--- src/rtl/instr_fetch_queue.sv ---
// Instruction prefetch queue: owns the fetch PC, issues word fetches, buffers DEPTH entries.
// Optional same-cycle ack-to-output bypass when empty: define IFQ_BYPASS_EN.
module instr_fetch_queue #(
    parameter int          DEPTH    = 4,
    parameter logic [31:0] RESET_PC = 32'h0000_3000
) (
    input  logic        clk,
    input  logic        rst,
    input  logic        redirect,
    input  logic [31:0] redirect_pc,
    output logic        im_req,
    output logic [31:0] im_addr,
    input  logic        im_ack,
    input  logic [31:0] im_rdata,
    output logic        out_valid,
    output logic [31:0] out_instr,
    output logic [31:0] out_pc,
    input  logic        out_ready
);

    localparam int PW = $clog2(DEPTH);
    localparam int CW = PW + 1;
    localparam logic [CW-1:0] L_DEPTH = CW'(DEPTH);
    localparam logic [CW-1:0] L_CNT1  = CW'(1);
    localparam logic [PW-1:0] L_PTR1  = PW'(1);

    logic [31:0]   r_fpc;
    logic [PW-1:0] r_wr_ptr;
    logic [PW-1:0] r_rd_ptr;
    logic [CW-1:0] r_count;
    logic          r_drop;
    logic          r_req;
    logic [31:0]   r_addr;
    logic [31:0]   r_pc_q    [DEPTH];
    logic [31:0]   r_instr_q [DEPTH];

    logic          w_accept;
    logic          w_bypass;
    logic          w_push;
    logic          w_pop;
    logic [31:0]   w_fpc_n;
    logic [CW-1:0] w_count_n;
    logic [PW-1:0] w_wr_ptr_n;
    logic [PW-1:0] w_rd_ptr_n;
    logic          w_drop_n;
    logic          w_req_n;
    logic [31:0]   w_addr_n;
    logic          w_unused;

    assign w_unused = ^redirect_pc[1:0];

    always_comb begin
        w_accept = r_req && im_ack;
        w_bypass = 1'b0;
`ifdef IFQ_BYPASS_EN
        w_bypass = w_accept && !r_drop && !redirect && (r_count == '0);
`endif
        w_pop  = (r_count != '0) && out_ready && !redirect;
        w_push = w_accept && !r_drop && !redirect && !(w_bypass && out_ready);

        w_fpc_n = r_fpc;
        if (redirect)
            w_fpc_n = {redirect_pc[31:2], 2'b00};
        else if (w_accept && !r_drop)
            w_fpc_n = r_fpc + 32'd4;

        w_count_n  = r_count;
        w_wr_ptr_n = r_wr_ptr;
        w_rd_ptr_n = r_rd_ptr;
        if (redirect) begin
            w_count_n  = '0;
            w_wr_ptr_n = '0;
            w_rd_ptr_n = '0;
        end else begin
            if (w_push && !w_pop)
                w_count_n = r_count + L_CNT1;
            else if (!w_push && w_pop)
                w_count_n = r_count - L_CNT1;
            if (w_push)
                w_wr_ptr_n = r_wr_ptr + L_PTR1;
            if (w_pop)
                w_rd_ptr_n = r_rd_ptr + L_PTR1;
        end

        // An unacked request must complete at its original address.
        if (r_req && !im_ack) begin
            w_req_n  = 1'b1;
            w_addr_n = r_addr;
            w_drop_n = r_drop || redirect;
        end else begin
            w_drop_n = 1'b0;
            w_req_n  = (w_count_n < L_DEPTH);
            w_addr_n = w_fpc_n;
        end
    end

    always_ff @(posedge clk or negedge rst) begin
        if (!rst) begin
            r_fpc    <= RESET_PC;
            r_wr_ptr <= '0;
            r_rd_ptr <= '0;
            r_count  <= '0;
            r_drop   <= 1'b0;
            r_req    <= 1'b0;
            r_addr   <= RESET_PC;
        end else begin
            r_fpc    <= w_fpc_n;
            r_wr_ptr <= w_wr_ptr_n;
            r_rd_ptr <= w_rd_ptr_n;
            r_count  <= w_count_n;
            r_drop   <= w_drop_n;
            r_req    <= w_req_n;
            r_addr   <= w_addr_n;
        end
    end

    always_ff @(posedge clk or negedge rst) begin
        if (!rst) begin
            for (int i = 0; i < DEPTH; i++) begin
                r_pc_q[i]    <= '0;
                r_instr_q[i] <= '0;
            end
        end else if (w_push) begin
            r_pc_q[r_wr_ptr]    <= r_fpc;
            r_instr_q[r_wr_ptr] <= im_rdata;
        end
    end

    assign im_req  = r_req;
    assign im_addr = r_addr;

`ifdef IFQ_BYPASS_EN
    assign out_valid = (r_count != '0) || w_bypass;
    assign out_instr = w_bypass ? im_rdata : r_instr_q[r_rd_ptr];
    assign out_pc    = w_bypass ? r_fpc : r_pc_q[r_rd_ptr];
`else
    assign out_valid = (r_count != '0);
    assign out_instr = r_instr_q[r_rd_ptr];
    assign out_pc    = r_pc_q[r_rd_ptr];
`endif

endmodule

--- config.mk ---
export PLATFORM = sky130hd
export DESIGN_NAME = instr_fetch_queue
export DESIGN_NICKNAME = d
export VERILOG_FILES = /design/src/rtl/instr_fetch_queue.sv
export SDC_FILE = /design/constraint.sdc
export NUM_CORES = 1
export LEC_CHECK = 0
export CORE_ASPECT_RATIO = 0.8
export CORE_MARGIN = 2
export CORE_UTILIZATION = 25
export CTS_CLUSTER_SIZE = 16
export DETAILED_ROUTE_END_ITERATION = 8
export HOLD_SLACK_MARGIN = 0.12
export SETUP_SLACK_MARGIN = 0.02
export SLEW_MARGIN = 10
export SYNTH_ARGS = -nofsm -noshare
export SYNTH_HDL_FRONTEND = slang
export SYNTH_SLANG_ARGS = --single-unit
--- constraint.sdc ---
create_clock -name clk -period 3.8 [get_ports clk]
set_input_delay 0.38 -clock clk [delete_from_list [all_inputs] [get_ports clk]]
set_output_delay 0.38 -clock clk [all_outputs]
set_load 0.02 [all_outputs]
==> run metrics, run 1 <==
power consumption=0.01407 W; Max-slew headroom=0.3877; Syn Inst Count=1033; P per Cell Area=758.1 nW/um2; Final TNS setup=0 ns; most common cell after layout, fill and taps aside=dfrtp_1; vias in the first global route=9608; Comb pwr share=0.359; Total GRT Usage=0.1248; IO Count=167; flops & latches, synth=329; Setup crit end=out_instr[12]; top area cells in the synthesized netlist=dfrtp_1 (55%), mux2_2 (20%), mux4_2 (9.8%); min-delay worst type=primary input to register; P_int=0.009604 W; worst r2r src=r_drop; CP Launch Type=register; aggregate global routing overflow=0; DIE AREA=60940 um2; TritonCTS clock tree=built; Final min period=3.250 ns; CTS max path bufs=3; required time worst endpoint=3.42 ns; crit path launch=r_rd_ptr[0]; initial antenna violation count=1; Synth cell types=44; Core Util, Final=0.3187; power share of the clock group=0.260; Setup crit end kind=output pin; GP Congestion=0.7648; Worst path slowest cell=dfrtp_4; yosys warns=0; sw frac=0.3172; DRT Wirelength=38060 um; hold_ws=0.3786 ns; worst r2r dst=r_pc_q[85]; f_max=307.7 MHz; layout cells sized above 1=0.3501; die extent in y=221.2 um; Port Buffers=164; Clk Latency, worst-skew pair=0.58 ns; Area Growth Syn to Fin=25.85%; Mapped Avg Cell Area=14.27 um2; synthesized net count=1110; Final Hold Fails=0; status=finished clean; most frequent cells in the layout=dfrtp_1 (323), mux2_2 (260), clkdlybuf4s50_1 (162), nand2_1 (72), mux4_2 (64); first-pass GRT wire length=58440 um; fin. max-slew vios=0; net switching power=0.004462 W; flop2flop setup slack=1.18 ns; Crit path largest cell delay=0.82 ns; Die Wd=275.5 um; Clock Skews=0.04314 ns; peak supply drop=0.4341 mV; Routed WL per cell=19.20 um; share of the synthesized area in the top cell type=0.5516; DP Cell Count=1913; RSZ-0062 raised after global routing=false; Crit path arrival time=2.87 ns; register area share after synthesis=0.5588; critical path peak fanout=25; H-tree depth=2; CP Cell Sequence=buf_12 > mux4_2 > clkdlybuf4s50_1; drt drc=0; antenna-violating nets left=0; CTS buffer count=37; Seq pwr share=0.380; Pre-Repair DR Iteration Count=4; Final setup viols=0; vias post-DR=9144; Sink Count=329; Via density=4.614; R2R depth=5; Slew @ Worst Pin=0.9184 ns; leakage dissipation=8.031 nW; max_cap viols=0; Crit Path Category=register to output pin; critical path buffer and inverter count=2; nets=1261; Core Footprint=58220 um2; fill cell count=5681; Starting Density=0.2532; post-route insts no fill=1982; HPWL Detailed=24500 um; synthesized area=14740 um2; part of the cycle the worst path needs=0.8554; CTS root buf=clkbuf_16; First DRT Iteration DRCs=498; Clk pin slew, worst setup/hold paths=0.07 ns; delay-heaviest family, CP=buffers and inverters; Yosys top cell by area=dfrtp_1; CP Depth=3; largest net degree at the start of global routing=118; FP Rows=79
==> repair_timing <==
action,in CTS,in global routing
setup endpoints to repair,0,0
gates resized for setup,0,0
hold buffers,1,0
buffers inserted,0,0
hold endpoints to repair,111,0
==> per-stage QoR <==
step,instance area (um2),worst slack (ns)
floorplan,14740,1.911
global placement,17300,0.7738
detailed placement,17300,0.7128
CTS,18550,0.4368
global route,18550,0.4099
finish,18550,0.5497
==> power by group through the flow <==
| stage | clock [W] | combinational (W) | sequential, W |
|---|---|---|---|
| finish | 0.00366 | 0.00506 | 0.00535 |
| floorplan | 0 | 0.00314 | 0.00518 |
| global placement | 0 | 0.00507 | 0.00534 |
| global route | 0.00394 | 0.00541 | 0.00551 |
| detailed placement | 0 | 0.00515 | 0.00541 |
| CTS | 0.00381 | 0.00518 | 0.00535 |
==> metal layers <==
| metal | up-vias | global-route usage | share of wire |
|---|---|---|---|
| li1 | 4081 | - | - |
| met1 | 4760 | 0.1794 | 0.48 |
| met2 | 250 | 0.1869 | 0.44 |
| met3 | 53 | 0.02930 | 0.061 |
| met4 | 0 | 0.03470 | 0.019 |
| met5 | - | 0 | 0 |
==> how the worst min path moves through the flow <==
stage / startpoint / endpoint / slack (ns) / cells past startpoint
global placement: r_pc_q[84] / r_pc_q[84] / 0.46 / 2
floorplan: rst / im_addr[0] / 0.08 / 0
detailed placement: r_pc_q[22] / r_pc_q[22] / 0.47 / 2
CTS: redirect_pc[30] / r_fpc[30] / 0.34 / 3
finish: redirect_pc[30] / r_fpc[30] / 0.38 / 3
global route: redirect_pc[30] / r_fpc[30] / 0.38 / 3
==> cells in the mapped netlist <==
cell and number:
a211o_1 1, a21oi_1 14, a221o_1 5, and2_1 4, and3_1 9, and3_2 1, and3b_2 1, and4_1 2
and4_2 1, and4_4 3, and4b_1 1, buf_1 10, buf_2 33, buf_4 4, clkbuf_1 26, dfrtp_1 325
dfstp_2 4, ha_1 8, inv_1 8, maj3_1 2, mux2_2 260, mux2i_1 10, mux4_2 64, nand2_1 76
nand2b_1 3, nand3_1 21, nand3b_1 1, nand4_1 11, nand4_4 1, nand4b_1 1, nor2_1 27, nor2b_1 8
nor3_1 6, nor3_2 1, nor4_1 5, o211ai_1 5, o21a_1 1, o21ai_0 32, o311ai_0 1, o31ai_1 2
or3_1 8, or4_4 1, xnor2_1 9, xor2_1 17
==> worst reg2reg max path, stage by stage, from the launching register on <==
cell	delay (ns)
dfrtp_1	0.40
nand3b_1	0.27
nor2_1	0.59
nand2_4	0.53
buf_4	0.39
mux2_2	0.29
==> registers in the layout (all words and copies together) (netlist names) <==
signal	cells
r_instr_q	128
r_fpc	32
r_pc_q	128
r_rd_ptr	2
r_wr_ptr	2
im_addr	32
im_req	1
r_count	3
r_drop	1
==> area by class of cell <==
| class | count | area [um2] | area share |
|---|---|---|---|
| flip-flops and latches | 329 | 8243 | 0.4443 |
| clock inverters | 16 | 210.2 | 0.01133 |
| multi-input cells | 623 | 6177 | 0.3329 |
| inverters | 8 | 30.03 | 0.001618 |
| diodes | 2 | 5.005 | 0.0002697 |
| clock buffers | 50 | 1025 | 0.05523 |
| repair buffers | 185 | 1902 | 0.1025 |
| well taps | 769 | 962.2 | 0.05186 |
==> cells by family after synthesis <==
family          share of synthesized area
compound gates                    0.02427
xor+xnor                          0.01545
fa+ha+maj                        0.008148
buf+inv                           0.02444
flops                              0.5588
mux                                0.3031
simple gates                      0.06577
(Power assumes the default switching activity.)
==> run 2: changes to the inputs <==
--- a/config.mk
+++ b/config.mk
@@ -11,6 +11,7 @@
 export CTS_CLUSTER_SIZE = 16
 export DETAILED_ROUTE_END_ITERATION = 8
 export HOLD_SLACK_MARGIN = 0.12
+export RECOVER_POWER = 100
 export SETUP_SLACK_MARGIN = 0.02
 export SLEW_MARGIN = 10
 export SYNTH_ARGS = -nofsm -noshare
==> run metrics, run 2 (synthesis gave the netlist of run 1 again) <==
Via density=4.597; Die Wd=275.5 um; initial antenna violation count=2; layout cells sized above 1=0.3427; TritonCTS clock tree=built; vias in the first global route=9608; P per Cell Area=749.5 nW/um2; Clk pin slew, worst setup/hold paths=0.07 ns; hold_ws=0.3724 ns; Starting Density=0.2532; required time worst endpoint=3.42 ns; Port Buffers=164; fin. max-slew vios=173; largest net degree at the start of global routing=118; critical path peak fanout=25; CTS root buf=clkbuf_16; Core Footprint=58220 um2; DIE AREA=60940 um2; Clock Skews=0.04173 ns; Area Growth Syn to Fin=25.01%; HPWL Detailed=24500 um; CP Launch Type=register; DRT Wirelength=38140 um; part of the cycle the worst path needs=0.8851; Core Util, Final=0.3166; multi-input logic area=6167 um2; Top Registers=r_instr_q (128), r_pc_q (128); power share of the clock group=0.266; Final min period=3.363 ns; Storage cell area=8243 um2; net switching power=0.004439 W; CTS max path bufs=3; worst setup margin=0.4366 ns; Sink Count=329; max_cap viols=3; RSZ-0062 raised after global routing=false; die extent in y=221.2 um; leakage dissipation=8.030 nW; Final TNS setup=0 ns; P_int=0.009375 W; Worst Setup Slack post-DPL=0.7128 ns; worst r2r src=r_drop; cell area after layout=18430 um2; nets=1261; Crit Path Category=register to output pin; hold_buf cts=1; IO Count=167; Total GRT Usage=0.1248; antenna-violating nets left=0; Clk Latency, worst-skew pair=0.58 ns; sw frac=0.3214; Slew @ Worst Pin=3.176 ns; failing checks=capacitance limit, slew limit; status=finished with violations; first-pass GRT wire length=58440 um; drt drc=0; most common cell after layout, fill and taps aside=dfrtp_1; GP Congestion=0.7648; setup bufs post-CTS=0; Setup crit end kind=output pin; Max-slew headroom=-1.117; Final Hold Fails=0; Comb pwr share=0.347; First DRT Iteration DRCs=498; Final setup viols=0; FP Rows=79; min-delay worst type=primary input to register; peak supply drop=0.4145 mV; CTS buffer count=37; Crit path arrival time=2.98 ns; H-tree depth=2; Min-Delay Startpoint=redirect_pc[30]; CTS resizes=0; f_max=297.3 MHz; aggregate global routing overflow=0; crit path launch=r_rd_ptr[0]; fill cell count=5694; vias post-DR=9116; Routed WL per cell=19.23 um; most frequent cells in the layout=dfrtp_1 (323), mux2_2 (260), dlygate4sd3_1 (96), nand2_1 (73), clkdlybuf4s50_1 (67); Pre-Repair DR Iteration Count=4; placed inst area=17300 um2; Seq pwr share=0.387
run 2: final timing paths:
kind                                   to  cells past startpoint  slack (ns)
hold reg to reg                im_addr[1]                      2        0.48
setup reg to reg            r_instr_q[10]                      5        0.67
max in group asynchronous     r_pc_q[114]                      3        1.14
hold / removal                  r_fpc[30]                      3        0.37
setup / recovery            out_instr[12]                      3        0.44
min in group asynchronous  r_instr_q[110]                      2        0.46
run 2: critical path: stages, from the launching register on:
cell and delay (ns):
dfrtp_4 0.82, buf_12 0.30, mux4_2 0.58, dlygate4sd3_1 0.68
run 2: cell type report:
| type | instances | share of cell area |
|---|---|---|
| Tap cell | 769 | 0.05221 |
| Antenna cell | 3 | 0.0004073 |
| Clock inverter | 16 | 0.01141 |
| Inverter | 8 | 0.001629 |
| Clock buffer | 50 | 0.05560 |
| Sequential cell | 329 | 0.4473 |
| Multi-Input combinational cell | 623 | 0.3346 |
| Timing Repair Buffer | 185 | 0.09688 |
run 2: power by group through the flow:
stage / Combinational, W / Sequential, W / Clock [W]
4_1_cts: 0.00518 / 0.00535 / 0.00381
3_5_place_dp: 0.00515 / 0.00541 / 0
2_1_floorplan: 0.00314 / 0.00518 / 0
3_3_place_gp: 0.00507 / 0.00534 / 0
5_1_grt: 0.00516 / 0.00551 / 0.00394
6_report: 0.00480 / 0.00535 / 0.00367
run 2: metrics by stage:
stage / power (W) / instances
finish: 0.01381 / 1983
floorplan: 0.008321 / 1033
CTS: 0.01434 / 1980
global route: 0.01461 / 1980
detailed placement: 0.01056 / 1913
global placement: 0.01041 / 1913
run 2: layer usage:
layer	share of wire	routed length, um	global-route usage
met4	0.018	698	0.03470
met2	0.44	16960	0.1869
met3	0.064	2452	0.02930
met1	0.47	18030	0.1794
met5	0	0	0
==> run 3: changes to the inputs <==
--- a/config.mk
+++ b/config.mk
@@ -5,12 +5,12 @@
 export SDC_FILE = /design/constraint.sdc
 export NUM_CORES = 1
 export LEC_CHECK = 0
-export CORE_ASPECT_RATIO = 0.8
 export CORE_MARGIN = 2
-export CORE_UTILIZATION = 25
+export CORE_UTILIZATION = 33
 export CTS_CLUSTER_SIZE = 16
 export DETAILED_ROUTE_END_ITERATION = 8
 export HOLD_SLACK_MARGIN = 0.12
+export PLACE_DENSITY = 0.52
 export RECOVER_POWER = 100
 export SETUP_SLACK_MARGIN = 0.02
 export SLEW_MARGIN = 10
==> run metrics, run 3 (synthesis gave the netlist of run 1 again) <==
status=finished with violations; failing checks=capacitance limit, slew limit; Crit path arrival time=3.06 ns; fin. max-slew vios=230; Via density=5.007; hold_ws=0.2725 ns; fill cell count=4201; cell area after layout=18180 um2; most common cell after layout, fill and taps aside=dfrtp_1; DRT Wirelength=37050 um; Max-slew headroom=-0.2365; power consumption=0.01367 W; Total GRT Usage=0.1632; max_cap viols=7; required time worst endpoint=3.42 ns; H-tree depth=2; aggregate global routing overflow=0; initial antenna violation count=0; Final setup viols=0; CTS max path bufs=3; Final min period=3.440 ns; Clk pin slew, worst setup/hold paths=0.06 ns; Final TNS setup=0 ns; Port Buffers=164; Slew @ Worst Pin=1.855 ns; Starting Density=0.3341; First DRT Iteration DRCs=542; f_max=290.7 MHz; multi-input logic area=6151 um2; layout cells sized above 1=0.3353; P per Cell Area=751.8 nW/um2; peak supply drop=0.3426 mV; Top Registers=r_instr_q (128), r_pc_q (128); vias in the first global route=9704; leakage dissipation=8.014 nW; DIE AREA=46380 um2; Clock Skews=0.01253 ns; TritonCTS clock tree=built; placed inst area=17080 um2; FP Rows=77; largest net degree at the start of global routing=114; Worst Setup Slack post-DPL=1.003 ns; min-delay worst type=primary input to register; HPWL Detailed=23040 um; die extent in y=215.4 um; GP Congestion=0.7237; Sink Count=329; first-pass GRT wire length=58860 um; part of the cycle the worst path needs=0.9051; critical path peak fanout=28; Die Wd=215.4 um; Clk Latency, worst-skew pair=0.54 ns; CTS buffer count=39; CTS root buf=clkbuf_16; Crit Path Category=register to output pin; Final Hold Fails=0; antenna-violating nets left=0; Routed WL per cell=20.50 um; IO Count=167; most frequent cells in the layout=dfrtp_1 (323), mux2_2 (260), dlygate4sd3_1 (86), clkdlybuf4s50_1 (77), nand2_1 (72); RSZ-0062 raised after global routing=false; Area Growth Syn to Fin=23.33%; Pre-Repair DR Iteration Count=4; CP Launch Type=register; worst setup margin=0.3604 ns; nets=1265; Core Footprint=44120 um2; drt drc=0; Storage cell area=8243 um2; vias post-DR=9047; Setup crit end kind=output pin
==> run 3: changes by cell type in the layout (fill, tap and decap cells not counted), moves of 2 or more <==
| cell | before | now |
|---|---|---|
| clkbuf_16 | 37 | 39 |
| bufinv_16 | 3 | 1 |
| clkinv_2 | 9 | 4 |
| buf_12 | 2 | 4 |
| dlygate4sd3_1 | 96 | 86 |
| clkdlybuf4s50_1 | 67 | 77 |
| clkbuf_1 | 15 | 23 |
| clkbuf_8 | 5 | 8 |
| diode_2 | 3 | 1 |
==> run 3: what timing repair did <==
action                                  4_1_cts  5_1_grt
buffers inserted                              0        0
endpoints found under the hold margin       106        0
endpoints found under the setup margin        0        0
gates resized for setup                       0        0
hold buffers                                  1        0
==> run 3: worst max-delay path, cell delays in order, from the launching register on <==
cell,delay [ns]
dfrtp_2,1.00
clkbuf_2,0.53
mux4_2,0.41
clkdlybuf4s50_1,0.57
==> run 3: final timing paths <==
kind,start,end,slack (ns),cells past startpoint
max,r_rd_ptr[1],out_pc[30],0.36,3
min,redirect,r_fpc[13],0.27,3
max reg2reg,im_req,r_pc_q[32],0.85,5
min reg2reg,im_addr[1],im_addr[1],0.46,2
max in group asynchronous,rst,r_pc_q[68],1.01,3
min in group asynchronous,rst,r_instr_q[85],0.53,2
==> run 3: power by group <==
group,internal (W),switching (W),total (W)
Combinational,0.00263,0.00214,0.00477
Clock,0.00212,0.00144,0.00356
Sequential,0.00465,0.000688,0.00534
==> run 3: per-stage QoR <==
| stage | util | std cells |
|---|---|---|
| floorplan | - | 1033 |
| global placement | 0.3870 | 1738 |
| detailed placement | 0.3870 | 1738 |
| CTS | 0.4143 | 1806 |
| global route | 0.4120 | 1806 |
| finish | 0.4121 | 1807 |
==> run 3: layout make-up <==
class | count | area share
tap | 592 | 0.04074
inverter | 8 | 0.001652
clock buffer | 61 | 0.06262
multi-input combinational | 623 | 0.3383
sequential | 329 | 0.4533
clock inverter | 6 | 0.003234
antenna | 1 | 0.0001376
timing repair buffer | 187 | 0.09999
==> run 3: metal layers <==
| layer | global-route usage | part of all wire |
|---|---|---|
| met5 | 0 | 0 |
| met4 | 0.05195 | 0.024 |
| met3 | 0.02944 | 0.041 |
| met2 | 0.2538 | 0.46 |
| met1 | 0.2318 | 0.47 |
